## src/rtl/gpmc_async_slave_if.sv

```systemverilog
// gpmc_async_slave_if: GPMC pads, NCS4 TX/RX streams and NCS6 register port
interface gpmc_async_slave_if;
  logic [9:0]  EM_A;
  logic [15:0] EM_D_in;
  logic [15:0] EM_D_out;
  logic        EM_D_oe;
  logic        EM_NCS4;
  logic        EM_NCS6;
  logic        EM_NWE;
  logic        EM_NOE;
  logic [15:0] tx_data;
  logic        tx_valid;
  logic        tx_ready;
  logic [15:0] rx_data;
  logic        rx_valid;
  logic        rx_ready;
  logic [9:0]  reg_addr;
  logic [15:0] reg_wdata;
  logic        reg_we;
  logic [15:0] reg_rdata;
  logic [7:0]  tx_overrun;
  logic [7:0]  rx_underrun;
  modport slave (
    input  EM_A, EM_D_in, EM_NCS4, EM_NCS6, EM_NWE, EM_NOE, tx_ready, rx_data, rx_valid, reg_rdata,
    output EM_D_out, EM_D_oe, tx_data, tx_valid, rx_ready, reg_addr, reg_wdata, reg_we, tx_overrun, rx_underrun
  );
  modport master (
    output EM_A, EM_D_in, EM_NCS4, EM_NCS6, EM_NWE, EM_NOE, tx_ready, rx_data, rx_valid, reg_rdata,
    input  EM_D_out, EM_D_oe, tx_data, tx_valid, rx_ready, reg_addr, reg_wdata, reg_we, tx_overrun, rx_underrun
  );
endinterface

```

## src/rtl/gpmc_async_slave.sv

```systemverilog
// gpmc_async_slave: GPMC async bus slave turning bus cycles into single-cycle stream and register events
module gpmc_async_slave #(
  parameter int SYNC_STAGES = 2
) (
  input logic clk,
  input logic reset_n,
  gpmc_async_slave_if.slave bus
);
  typedef enum logic [1:0] {IDLE, WR, RD} state_t;
  state_t state, state_n;
  logic [SYNC_STAGES-1:0] cs4_sr, cs6_sr, nwe_sr, noe_sr, flushed;
  logic cs4, cs6, nwe, noe, armed, sel6, sel6_n, pf_v, wr_end, rd_end, commit, rd4_end;
  logic [15:0] pf, d_q;
  logic [9:0] a_q;
  assign cs4 = cs4_sr[SYNC_STAGES-1];
  assign cs6 = cs6_sr[SYNC_STAGES-1];
  assign nwe = nwe_sr[SYNC_STAGES-1];
  assign noe = noe_sr[SYNC_STAGES-1];
  assign wr_end = nwe | (cs4 & cs6);
  assign rd_end = noe | (cs4 & cs6);
  assign commit = (state == WR) & wr_end;
  assign rd4_end = (state == RD) & rd_end & ~sel6;
  assign bus.rx_ready = reset_n & ~pf_v;
  // armed only once the synchronizers hold real pad samples showing both CS high
  always_comb begin
    state_n = state;
    sel6_n = sel6;
    case (state)
      IDLE: if (armed && !(cs4 && cs6) && !(nwe && noe)) begin
        state_n = nwe ? RD : WR;
        sel6_n = cs4;
      end
      WR: state_n = wr_end ? IDLE : WR;
      RD: state_n = rd_end ? IDLE : RD;
      default: state_n = IDLE;
    endcase
  end
  always_ff @(posedge clk) begin
    if (!reset_n) begin
      {cs4_sr, cs6_sr, nwe_sr, noe_sr} <= '1;
      flushed <= '0;
      state <= IDLE;
      sel6 <= 1'b0;
      armed <= 1'b0;
      a_q <= '0;
      d_q <= '0;
      pf <= '0;
      pf_v <= 1'b0;
      bus.tx_valid <= 1'b0;
      bus.tx_data <= '0;
      bus.tx_overrun <= '0;
      bus.rx_underrun <= '0;
      bus.reg_we <= 1'b0;
      bus.reg_addr <= '0;
      bus.reg_wdata <= '0;
      bus.EM_D_out <= '0;
      bus.EM_D_oe <= 1'b0;
    end else begin
      cs4_sr <= {cs4_sr[SYNC_STAGES-2:0], bus.EM_NCS4};
      cs6_sr <= {cs6_sr[SYNC_STAGES-2:0], bus.EM_NCS6};
      nwe_sr <= {nwe_sr[SYNC_STAGES-2:0], bus.EM_NWE};
      noe_sr <= {noe_sr[SYNC_STAGES-2:0], bus.EM_NOE};
      flushed <= {flushed[SYNC_STAGES-2:0], 1'b1};
      state <= state_n;
      sel6 <= sel6_n;
      armed <= armed | (flushed[SYNC_STAGES-1] & cs4 & cs6);
      if (!nwe || !noe) begin
        a_q <= bus.EM_A;
        d_q <= bus.EM_D_in;
      end
      bus.tx_valid <= commit & ~sel6 & bus.tx_ready;
      if (commit && !sel6 && bus.tx_ready) bus.tx_data <= d_q;
      if (commit && !sel6 && !bus.tx_ready && bus.tx_overrun != 8'hff) bus.tx_overrun <= bus.tx_overrun + 8'd1;
      bus.reg_we <= commit & sel6;
      if (commit && sel6) begin
        bus.reg_addr <= a_q;
        bus.reg_wdata <= d_q;
      end else if (state == IDLE && state_n == RD && sel6_n) bus.reg_addr <= bus.EM_A;
      if (!pf_v && bus.rx_valid) pf <= bus.rx_data;
      pf_v <= pf_v ? ~rd4_end : bus.rx_valid;
      if (rd4_end && !pf_v && bus.rx_underrun != 8'hff) bus.rx_underrun <= bus.rx_underrun + 8'd1;
      bus.EM_D_oe <= state_n == RD;
      bus.EM_D_out <= (state_n != RD) ? 16'h0 : !sel6_n ? (pf_v ? pf : 16'h0) : (state == RD) ? bus.reg_rdata : 16'h0;
    end
  end
endmodule
```

## src/flat_wrapper.sv

```systemverilog
// flat-port wrapper written by rule: the top's interface ports become plain ports
module gpmc_async_slave_flat 
#(
  parameter int SYNC_STAGES = 2
)
  (clk, reset_n, bus_EM_A, bus_EM_D_in, bus_EM_NCS4, bus_EM_NCS6, bus_EM_NWE, bus_EM_NOE, bus_tx_ready, bus_rx_data, bus_rx_valid, bus_reg_rdata, bus_EM_D_out, bus_EM_D_oe, bus_tx_data, bus_tx_valid, bus_rx_ready, bus_reg_addr, bus_reg_wdata, bus_reg_we, bus_tx_overrun, bus_rx_underrun);
  gpmc_async_slave_if bus_i ();
  input logic clk;
  input logic reset_n;
  input wire logic [$bits(bus_i.EM_A)-1:0] bus_EM_A;
  input wire logic [$bits(bus_i.EM_D_in)-1:0] bus_EM_D_in;
  input wire logic [$bits(bus_i.EM_NCS4)-1:0] bus_EM_NCS4;
  input wire logic [$bits(bus_i.EM_NCS6)-1:0] bus_EM_NCS6;
  input wire logic [$bits(bus_i.EM_NWE)-1:0] bus_EM_NWE;
  input wire logic [$bits(bus_i.EM_NOE)-1:0] bus_EM_NOE;
  input wire logic [$bits(bus_i.tx_ready)-1:0] bus_tx_ready;
  input wire logic [$bits(bus_i.rx_data)-1:0] bus_rx_data;
  input wire logic [$bits(bus_i.rx_valid)-1:0] bus_rx_valid;
  input wire logic [$bits(bus_i.reg_rdata)-1:0] bus_reg_rdata;
  output wire logic [$bits(bus_i.EM_D_out)-1:0] bus_EM_D_out;
  output wire logic [$bits(bus_i.EM_D_oe)-1:0] bus_EM_D_oe;
  output wire logic [$bits(bus_i.tx_data)-1:0] bus_tx_data;
  output wire logic [$bits(bus_i.tx_valid)-1:0] bus_tx_valid;
  output wire logic [$bits(bus_i.rx_ready)-1:0] bus_rx_ready;
  output wire logic [$bits(bus_i.reg_addr)-1:0] bus_reg_addr;
  output wire logic [$bits(bus_i.reg_wdata)-1:0] bus_reg_wdata;
  output wire logic [$bits(bus_i.reg_we)-1:0] bus_reg_we;
  output wire logic [$bits(bus_i.tx_overrun)-1:0] bus_tx_overrun;
  output wire logic [$bits(bus_i.rx_underrun)-1:0] bus_rx_underrun;
  assign bus_i.EM_A = bus_EM_A;
  assign bus_i.EM_D_in = bus_EM_D_in;
  assign bus_i.EM_NCS4 = bus_EM_NCS4;
  assign bus_i.EM_NCS6 = bus_EM_NCS6;
  assign bus_i.EM_NWE = bus_EM_NWE;
  assign bus_i.EM_NOE = bus_EM_NOE;
  assign bus_i.tx_ready = bus_tx_ready;
  assign bus_i.rx_data = bus_rx_data;
  assign bus_i.rx_valid = bus_rx_valid;
  assign bus_i.reg_rdata = bus_reg_rdata;
  assign bus_EM_D_out = bus_i.EM_D_out;
  assign bus_EM_D_oe = bus_i.EM_D_oe;
  assign bus_tx_data = bus_i.tx_data;
  assign bus_tx_valid = bus_i.tx_valid;
  assign bus_rx_ready = bus_i.rx_ready;
  assign bus_reg_addr = bus_i.reg_addr;
  assign bus_reg_wdata = bus_i.reg_wdata;
  assign bus_reg_we = bus_i.reg_we;
  assign bus_tx_overrun = bus_i.tx_overrun;
  assign bus_rx_underrun = bus_i.rx_underrun;
  gpmc_async_slave #(.SYNC_STAGES(SYNC_STAGES)) u_core (.clk(clk), .reset_n(reset_n), .bus(bus_i));
endmodule
```

## config.mk

```make
export PLATFORM = sky130hd
export DESIGN_NAME = gpmc_async_slave_flat
export DESIGN_NICKNAME = d
export VERILOG_FILES = /design/src/rtl/gpmc_async_slave_if.sv /design/src/rtl/gpmc_async_slave.sv /design/src/flat_wrapper.sv
export SDC_FILE = /design/constraint.sdc
export NUM_CORES = 1
export LEC_CHECK = 0
export ABC_AREA = 1
export CORE_MARGIN = 2
export CORE_UTILIZATION = 40
export CTS_BUF_LIST = sky130_fd_sc_hd__clkbuf_8
export CTS_CLUSTER_SIZE = 28
export DETAILED_ROUTE_END_ITERATION = 16
export HOLD_SLACK_MARGIN = 0.08
export PLACE_DENSITY = 0.81
export SLEW_MARGIN = 5
export SYNTH_ARGS = -nofsm -noshare
export SYNTH_HDL_FRONTEND = slang
export SYNTH_SLANG_ARGS = --single-unit
export TNS_END_PERCENT = 5
```

## constraint.sdc

```tcl
create_clock -name clk -period 2.2 [get_ports clk]
set_clock_uncertainty 0.1 [all_clocks]
set_input_delay 0.22 -clock clk [delete_from_list [all_inputs] [get_ports clk]]
set_output_delay 0.22 -clock clk [all_outputs]
set_load 0.02 [all_outputs]
```

=== Yosys cells after proc, flatten, opt, wreduce, memory -nomap -nowiden ===
Index checks and enable logic that the tools add are counted.
Widths: inputs -> output; s select.

* Bitwise operators: 17
* $add $sub $neg: 2
* Reduce and logical (&&, ||, !) cells: 25
* Mux-type cells: 14
* Equality and inequality tests: 6

{| class="wikitable"
|+ Operator list
! operator !! count
|-
| $mux 16 || 3
|-
| $mux 10 || 2
|-
| $add 8x1->8 const B || 2
|-
| $ne 8x8->1 const B || 2
|-
| $logic_and 1x1->1 || 14
|-
| $and 1x1->1 || 10
|-
| $logic_not 1->1 || 7
|-
| $mux 2 || 3
|-
| $pmux 2 s3 || 1
|-
| $mux 1 || 5
|-
| $eq 2x2->1 const B || 2
|-
| $not 1->1 || 4
|-
| $or 1x1->1 || 3
|-
| $eq 2x1->1 const B || 1
|-
| $logic_not 2->1 || 1
|-
| $ne 2x2->1 const B || 1
|-
| $reduce_bool 2->1 || 1
|-
| $reduce_or 2->1 || 1
|-
| $logic_or 1x1->1 || 1
|}

* Word-level logic and storage cells: 86
* Flip-flop bits (word level): 134

=== Logic depth before layout (Yosys ltp) ===
Gate-level depths: netlist (run 1).

* Word-level depth: 11
* Gate-level depth with buffers: 10

=== Worst setup path after synthesis (run 1) ===
Ideal clock, no wire load.

* Path kind: reg2reg
* Start point: register u_core.bus.tx_overrun[1]
* End point: register u_core.bus.tx_overrun[7]
* Path slack: 0.603 ns
* Clock period less this slack: 1.597 ns
* Arrival time: 1.364 ns
* Stages on the path, launching flop included: 9
* Cell sequence: dfxtp_1 ha_1 nand2_1 nor2_1 nand4_1 nand2_2 clkinv_2 nand2_1 a21oi_1

* Longest elaborated chain between the ends: 2

{| class="wikitable"
|+ Ends and longest elaborated chain
! element !! line !! text
|-
| start: declaration || gpmc_async_slave_if.sv:25 || <nowiki>output EM_D_out, EM_D_oe, tx_data, tx_valid, rx_ready, reg_addr, reg_wdata, reg_we, tx_overrun, rx_underrun</nowiki>
|-
| start signal: assignment || gpmc_async_slave.sv:73 || <nowiki>if (commit && !sel6 && !bus.tx_ready && bus.tx_overrun != 8'hff) bus.tx_overrun <= bus.tx_overrun + 8'd1;</nowiki>
|-
| branches (longest 2 deep; another with $add 8x1->8) || -- ||
|}

Several ways; the timed one is not identified.
A chain may end at the register's enable or synchronous reset.

=== Final worst setup path (run 1) ===
* Start point: register u_core.bus.tx_overrun[2]
* End point: output port bus_tx_overrun[2]

{| class="wikitable"
|+ RTL lines
! element !! line !! text
|-
| end: declaration || flat_wrapper.sv:28 || <nowiki>output wire logic [$bits(bus_i.tx_overrun)-1:0] bus_tx_overrun;</nowiki>
|}

No word-level cell between the ends.

==> results of run 1 <==
==> logic make-up after synthesis <==
family,Yosys count,share of synthesized area
XOR/XNOR,9,0.0152
adder cells (fa/ha/maj),2,0.00481
flip-flops,134,0.516
AND/OR/NAND/NOR,267,0.228
AO/OA/AOI/OAI,161,0.156
buffers and inverters,99,0.0801
==> state kept, by name, indices dropped and copies added, names as in the netlist <==
name,cells
u_core.sel6,1
u_core.bus.tx_data,16
u_core.pf_v,1
u_core.bus.EM_D_oe,1
u_core.armed,1
u_core.cs4_sr,2
u_core.bus.tx_overrun,8
u_core.noe_sr,2
u_core.a_q,10
u_core.bus.reg_addr,10
u_core.d_q,16
u_core.state,2
u_core.pf,16
u_core.cs6_sr,2
u_core.nwe_sr,2
u_core.bus.tx_valid,1
u_core.flushed,2
u_core.bus.EM_D_out,16
u_core.bus.reg_wdata,16
u_core.bus.reg_we,1
u_core.bus.rx_underrun,8
==> area by class of cell <==
class                      count  area share
multi-input combinational    439       0.295
timing repair buffer         154       0.214
tap                          172      0.0302
inverter                      61      0.0330
clock buffer                  22      0.0425
sequential                   134       0.377
clock inverter                 9     0.00879
==> cell usage in the layout (no fill, tap or decap), types with 2 or more instances in the layout <==
cell type / Yosys / routed
nor2_4: 2 / 2
xnor2_1: 3 / 3
nand2_1: 69 / 69
clkbuf_8: 0 / 22
or2_2: 8 / 8
o21ai_1: 11 / 11
xor2_1: 6 / 6
o21ai_0: 80 / 80
dfxtp_1: 134 / 134
buf_4: 2 / 10
inv_2: 3 / 3
a21oi_1: 68 / 68
nand3_1: 35 / 35
ha_1: 2 / 2
nand4_1: 18 / 18
clkinv_2: 1 / 3
inv_1: 55 / 61
nand3b_1: 2 / 2
nor2_1: 125 / 125
nand2_2: 3 / 3
clkdlybuf4s50_1: 0 / 142
==> cells in the mapped netlist (3+ instances only) <==
cell type,number,area share
a21oi_1,68,0.065
buf_1,3,0.0022
buf_2,7,0.0067
buf_6,3,0.0065
clkbuf_1,23,0.017
dfxtp_1,134,0.52
inv_1,55,0.040
inv_2,3,0.0022
nand2_1,69,0.050
nand2_2,3,0.0036
nand3_1,35,0.034
nand4_1,18,0.022
nor2_1,125,0.090
o21ai_0,80,0.077
o21ai_1,11,0.011
or2_2,8,0.0096
xnor2_1,3,0.0051
xor2_1,6,0.010
==> metrics by stage <==
stage	area, um2	std cells
finish	7120	991
global route	7120	991
CTS	7120	991
detailed placement	6760	960
global placement	6760	960
floorplan	5200	672
==> power groups by stage <==
stage / sequential (uW) / combinational [uW] / clock, uW
after floorplan: 2580 / 174 / 0
after global placement: 2590 / 343 / 0
after detailed placement: 2590 / 346 / 0
after CTS: 2530 / 349 / 1940
after global routing: 2540 / 389 / 2060
final: 2540 / 347 / 1890
==> how the worst min path moves through the flow <==
| stage | slack, ns | to | from | depth (start not counted) |
|---|---|---|---|---|
| 2_1_floorplan | 0.15 | u_core.flushed[0]$_DFF_P_ | reset_n | 0 |
| 3_3_place_gp | 0.30 | u_core.flushed[1]$_SDFF_PN0_ | u_core.flushed[0]$_DFF_P_ | 2 |
| 5_1_grt | 0.10 | u_core.flushed[0]$_DFF_P_ | reset_n | 2 |
| 3_5_place_dp | 0.30 | u_core.noe_sr[1]$_SDFF_PN1_ | u_core.noe_sr[0]$_SDFF_PN1_ | 1 |
| 4_1_cts | 0.09 | u_core.flushed[0]$_DFF_P_ | reset_n | 2 |
| 6_report | 0.12 | u_core.flushed[0]$_DFF_P_ | reset_n | 2 |
==> layer usage <==
metal | GRT usage | vias up | wire, um | part of all wire
met1 | 0.242 | 2104 | 6040 | 0.47
met3 | 0.0601 | 22 | 707 | 0.055
li1 | - | 2455 | - | -
met4 | 0.0708 | 0 | 255 | 0.020
met2 | 0.295 | 142 | 5910 | 0.46
met5 | 0 | - | 0 | 0
==> impl_metrics.csv, run 1 <==
group,metric,value,unit
sta,setup_tns,0,ns
global_route,grt_max_degree,93,
worst_setup_path,arrival,1.57,ns
sta,worst_hold_slack,0.121,ns
synthesis,synth-seq-area-share,0.516,
synthesis,yosysWarnings,0,
global_route,antenna_found_initial,0,
place,hpwlAfterDp,8.64,mm
clocking,cts_inserted_buffers,17,
place,dp_slack,0.407,ns
power_and_ir_drop,power.share.combinational,0.073,
detailed_routing,wl_per_cell,13.0,um
power_and_ir_drop,seq_power_share,0.531,
worst_setup_path,reg2reg_slack,0.39,ns
place,gp_congestion,0.828,
power_and_ir_drop,p_per_area,670,nW/um2
sta,final_min_period_over_clock_period,0.858,
sta,relSlewSlack,0.650,
detailed_routing,wl,12.9,mm
power_and_ir_drop,netSwitchingPower,1090,uW
sta,fin_crit,1.89,ns
power_and_ir_drop,vdd_ir_drop_max,0.000329,V
sta,setup_viol,0,
synthesis,synth_edf_count,0,
worst_setup_path,path_class,"flip-flop to output pin",
finish,drive_gt1_frac,0.0733,
power_and_ir_drop,internal_power,3690,uW
place,numPortBuffers,143,
clocking,cts_sinks,134,
power_and_ir_drop,leakagePower,0.00274,uW
clocking,cts_tree,"yes",
detailed_routing,initialDrtViolationCount,478,
sta,fin_ws,0.312,ns
sta,hold_viol_final,0,
global_route,overflow,0,
worst_setup_path,cp-endpoint,"bus_tx_overrun[2]",
worst_setup_path,crit_chain,"clkdlybuf4s50_1",
finish,multi_input_area,2100,um2
sta,clock.fmax,530,MHz
worst_setup_path,required,1.88,ns
die,rows,41,
die,die_area,13900,um2
synthesis,synth_seq_cells,134,
worst_setup_path,path_buf_inv,1,
worst_setup_path,rr_endpoint,"u_core.bus.tx_overrun[6]$_SDFFE_PN0P_",
synthesis,synthesis.area,5200,um2
worst_setup_path,timing.rr.start,"u_core.state[0]$_SDFF_PN0_",
sta,rsz0062_at_grt,"no",
die,io_pins,144,
finish,area_growth_syn_to_layout,36.9,%
sta,drv_slew,0,
detailed_routing,dr_total_vias,4723,
worst_setup_path,critPathMaxStageDelay,0.66,ns
detailed_routing,drc,0,
worst_setup_path,cp-end-kind,"output pin",
global_route,grt_pass1_wl,21.1,mm
finish,n_fill_cell,1197,
synthesis,netlist_instances,672,
worst_setup_path,slowest_stage,"clkdlybuf4s50_1",
global_route,grt_use_total,0.188,
power_and_ir_drop,swShare,0.228,
synthesis,async_flop_share,0,
run_status,outcome,"finished, final reports clean",
die,start_util,0.410,
worst_setup_path,crit_family,"buffers and inverters",
worst_setup_path,path_depth,1,
detailed_routing,vias_per_cell,4.77,
die,die_x,118,um
power_and_ir_drop,clockPowerShare,0.396,
worst_setup_path,startpoint,"u_core.bus.tx_overrun[2]$_SDFFE_PN0P_",
finish,seqCellArea,2680,um2
clocking,insertion_delay,0.44,ns
synthesis,syn_avg_cell_area,7.74,um2
clocking,path_clk_slew,0.07,ns
clocking,clock_path_buffers,2,
synthesis,synth_nets,740,
clocking,post_cts_resized,0,
synthesis,synthFlopType,"dfxtp_1",
die,die_height,118,um
finish,fin_util,0.562,
synthesis,ys_types,32,
flow_run,maxCapViolations,0,
detailed_routing,drtPass1Iterations,5,
worst_setup_path,path_max_fanout,6,
clocking,cts_setup_buffers,0,
detailed_routing,drtAntennaViolNets,0,
finish,finish.net_count,875,
die,core,12700,um2
global_route,grt_pass1_vias,4270,
clocking,htreeDepth,4,
power_and_ir_drop,total_power,4770,uW
sta,worstMarginPinSlew,0.524,ns
min_path,hp-class,"input pin to flip-flop",
finish,diodes,0,
clocking,holdBufCountCts,0,
clocking,root_buffer,"clkbuf_8",
worst_setup_path,start_kind,"flip-flop",
worst_setup_path,r2r_cells,8,
(Power assumes the default switching activity.)
==> run 2, diff against run 1 <==
--- a/config.mk
+++ b/config.mk
@@ -13,6 +13,7 @@
 export DETAILED_ROUTE_END_ITERATION = 16
 export HOLD_SLACK_MARGIN = 0.08
 export PLACE_DENSITY = 0.81
+export SETUP_SLACK_MARGIN = 0.1
 export SLEW_MARGIN = 5
 export SYNTH_ARGS = -nofsm -noshare
 export SYNTH_HDL_FRONTEND = slang
==> results of run 2 <==
No change in the layout: final DEF, timing and power equal those of run 1.
==> run 3, diff against run 2 <==
--- a/config.mk
+++ b/config.mk
@@ -11,8 +11,9 @@
 export CTS_BUF_LIST = sky130_fd_sc_hd__clkbuf_8
 export CTS_CLUSTER_SIZE = 28
 export DETAILED_ROUTE_END_ITERATION = 16
+export GPL_ROUTABILITY_DRIVEN = 0
 export HOLD_SLACK_MARGIN = 0.08
-export PLACE_DENSITY = 0.81
+export PLACE_DENSITY_LB_ADDON = 0.05
 export SETUP_SLACK_MARGIN = 0.1
 export SLEW_MARGIN = 5
 export SYNTH_ARGS = -nofsm -noshare
==> constraint.sdc (replaced) <==
create_clock -name clk -period 2.13 [get_ports clk]
set_clock_uncertainty 0.1 [all_clocks]
set_input_delay 0.213 -clock clk [delete_from_list [all_inputs] [get_ports clk]]
set_output_delay 0.213 -clock clk [all_outputs]
set_load 0.02 [all_outputs]
==> run 3 against run 2 <==
Combinational power grew 4%. Sequential power is 3% higher. Via count increased by 0.70%. Register-to-register slack better by 0.05 ns. Hold slack improved by 0.10 ns. Count of clock-buffer cells in the layout down 2. Largest cell class unchanged.
==> impl_metrics.csv, run 3 (synthesis results as in run 1) <==
group,metric,value,unit
clocking,htreeDepth,4,
detailed_routing,wl_per_cell,13.1,um
detailed_routing,wl,13.0,mm
sta,clock.fmax,536,MHz
finish,area_growth_syn_to_layout,36.5,%
finish,seqCellArea,2680,um2
sta,setup_tns,0,ns
die,die_height,118,um
die,io_pins,144,
finish,final_cell_mix,"clkdlybuf4s50_1 (142), dfxtp_1 (134), nor2_1 (125), o21ai_0 (80), nand2_1 (69)",
finish,drive_gt1_frac,0.0767,
finish,n_fill_cell,1231,
clocking,insertion_delay,0.42,ns
die,die_area,13900,um2
clocking,cts_setup_buffers,0,
worst_setup_path,slowest_stage,"clkdlybuf4s50_1",
finish,multi_input_area,2100,um2
global_route,grt_use_total,0.190,
finish,final_common_cell,"clkdlybuf4s50_1",
flow_run,maxCapViolations,0,
worst_setup_path,critPathMaxStageDelay,0.67,ns
worst_setup_path,reg2reg_slack,0.44,ns
sta,setup_viol,0,
worst_setup_path,path_class,"flip-flop to output pin",
detailed_routing,initialDrtViolationCount,348,
worst_setup_path,crit_family,"buffers and inverters",
finish,layout.cells.non_filler,993,
global_route,overflow,0,
finish,diodes,0,
die,core,12700,um2
clocking,clock_path_buffers,2,
global_route,grt_max_degree,58,
min_path,whs_endpoint,"u_core.sel6$_SDFF_PN0_",
global_route,grt_pass1_vias,4426,
min_path,hp-start,"reset_n",
clocking,root_buffer,"clkbuf_8",
clocking,holdBufCountCts,0,
sta,final_min_period_over_clock_period,0.876,
die,die_x,118,um
worst_setup_path,crit_chain,"nor2_1 > clkdlybuf4s50_1",
sta,fin_crit,1.87,ns
power_and_ir_drop,p_per_area,665,nW/um2
detailed_routing,drtPass1Iterations,4,
sta,hold_viol_final,0,
min_path,hp-class,"input pin to flip-flop",
finish,finish.net_count,878,
die,rows,41,
clocking,cts_sinks,134,
run_status,outcome,"finished, final reports clean",
sta,worstMarginPinSlew,0.507,ns
global_route,grt_pass1_wl,21.3,mm
worst_setup_path,r2r_cells,8,
clocking,post_cts_resized,0,
worst_setup_path,cp-end-kind,"output pin",
worst_setup_path,arrival,1.55,ns
detailed_routing,vias_per_cell,4.79,
global_route,antenna_found_initial,0,
worst_setup_path,start_kind,"flip-flop",
worst_setup_path,rr_endpoint,"u_core.bus.reg_addr[0]$_SDFFE_PN0P_",
min_path,hold_depth,4,
clocking,cts_tree,"yes",
detailed_routing,drc,0,
sta,relSlewSlack,0.662,
place,numPortBuffers,143,
power_and_ir_drop,leakagePower,0.00273,uW
power_and_ir_drop,vdd_ir_drop_max,0.000352,V
detailed_routing,dr_total_vias,4756,
detailed_routing,drtAntennaViolNets,0,
sta,drv_slew,0,
worst_setup_path,timing.rr.start,"u_core.cs4_sr[1]$_SDFF_PN1_",
die,start_util,0.410,
worst_setup_path,path_max_fanout,2,
clocking,cts_inserted_buffers,17,
sta,worst_hold_slack,0.223,ns
place,hpwlAfterDp,8.96,mm
sta,rsz0062_at_grt,"no",
clocking,path_clk_slew,0.07,ns
place,place_inst,963,
worst_setup_path,path_buf_inv,1,
worst_setup_path,required,1.82,ns
-- run 3: area by class of cell --
cell class	instances	share of cell area
Timing Repair Buffer	157	0.218
Clock buffer	20	0.0388
Clock inverter	10	0.00617
Sequential cell	134	0.378
Inverter	61	0.0331
Multi-Input combinational cell	439	0.296
Tap cell	172	0.0303
-- run 3: worst max path at each step --
stage                                          startpoint                                     to  slack (ns)  depth (start not counted)
floorplan           u_core.bus.tx_overrun[1]$_SDFFE_PN0P_  u_core.bus.tx_overrun[7]$_SDFFE_PN0P_        0.53                          8
global placement                             bus_tx_ready    u_core.bus.tx_data[13]$_SDFFE_PN0P_        0.39                          5
detailed placement                           bus_tx_ready     u_core.bus.tx_data[9]$_SDFFE_PN0P_        0.38                          5
CTS                                u_core.pf_v$_SDFF_PN0_                           bus_rx_ready        0.24                          2
global route                       u_core.pf_v$_SDFF_PN0_                           bus_rx_ready        0.20                          2
finish                             u_core.pf_v$_SDFF_PN0_                           bus_rx_ready        0.26                          2
-- run 3: per-layer routing --
metal	up-vias	track usage	wire length [um]
met2	135	0.293	5860
met4	0	0.0836	255
met3	19	0.0441	632
li1	2469	-	-
met1	2133	0.253	6300
met5	-	0	0
-- run 3: stage by stage --
stage / util / cell area (um2) / setup WS (ns) / total power (uW)
after global routing: 0.560 / 7100 / 0.195 / 4930
after detailed placement: 0.535 / 6780 / 0.381 / 3040
final: 0.560 / 7100 / 0.263 / 4720
after CTS: 0.560 / 7100 / 0.238 / 4790
after global placement: 0.535 / 6780 / 0.391 / 3030
after floorplan: - / 5200 / 0.533 / 2850
-- run 3: power breakdown --
group / switching (uW) / internal [uW]
clock: 886 / 852
sequential: 37.6 / 2580
combinational: 180 / 180
-- run 3: worst min-delay path: cells and delay by family --
kind                   cells  cell delay (ns)
buffers and inverters      3             0.38
and+or+nand+nor            1             0.11
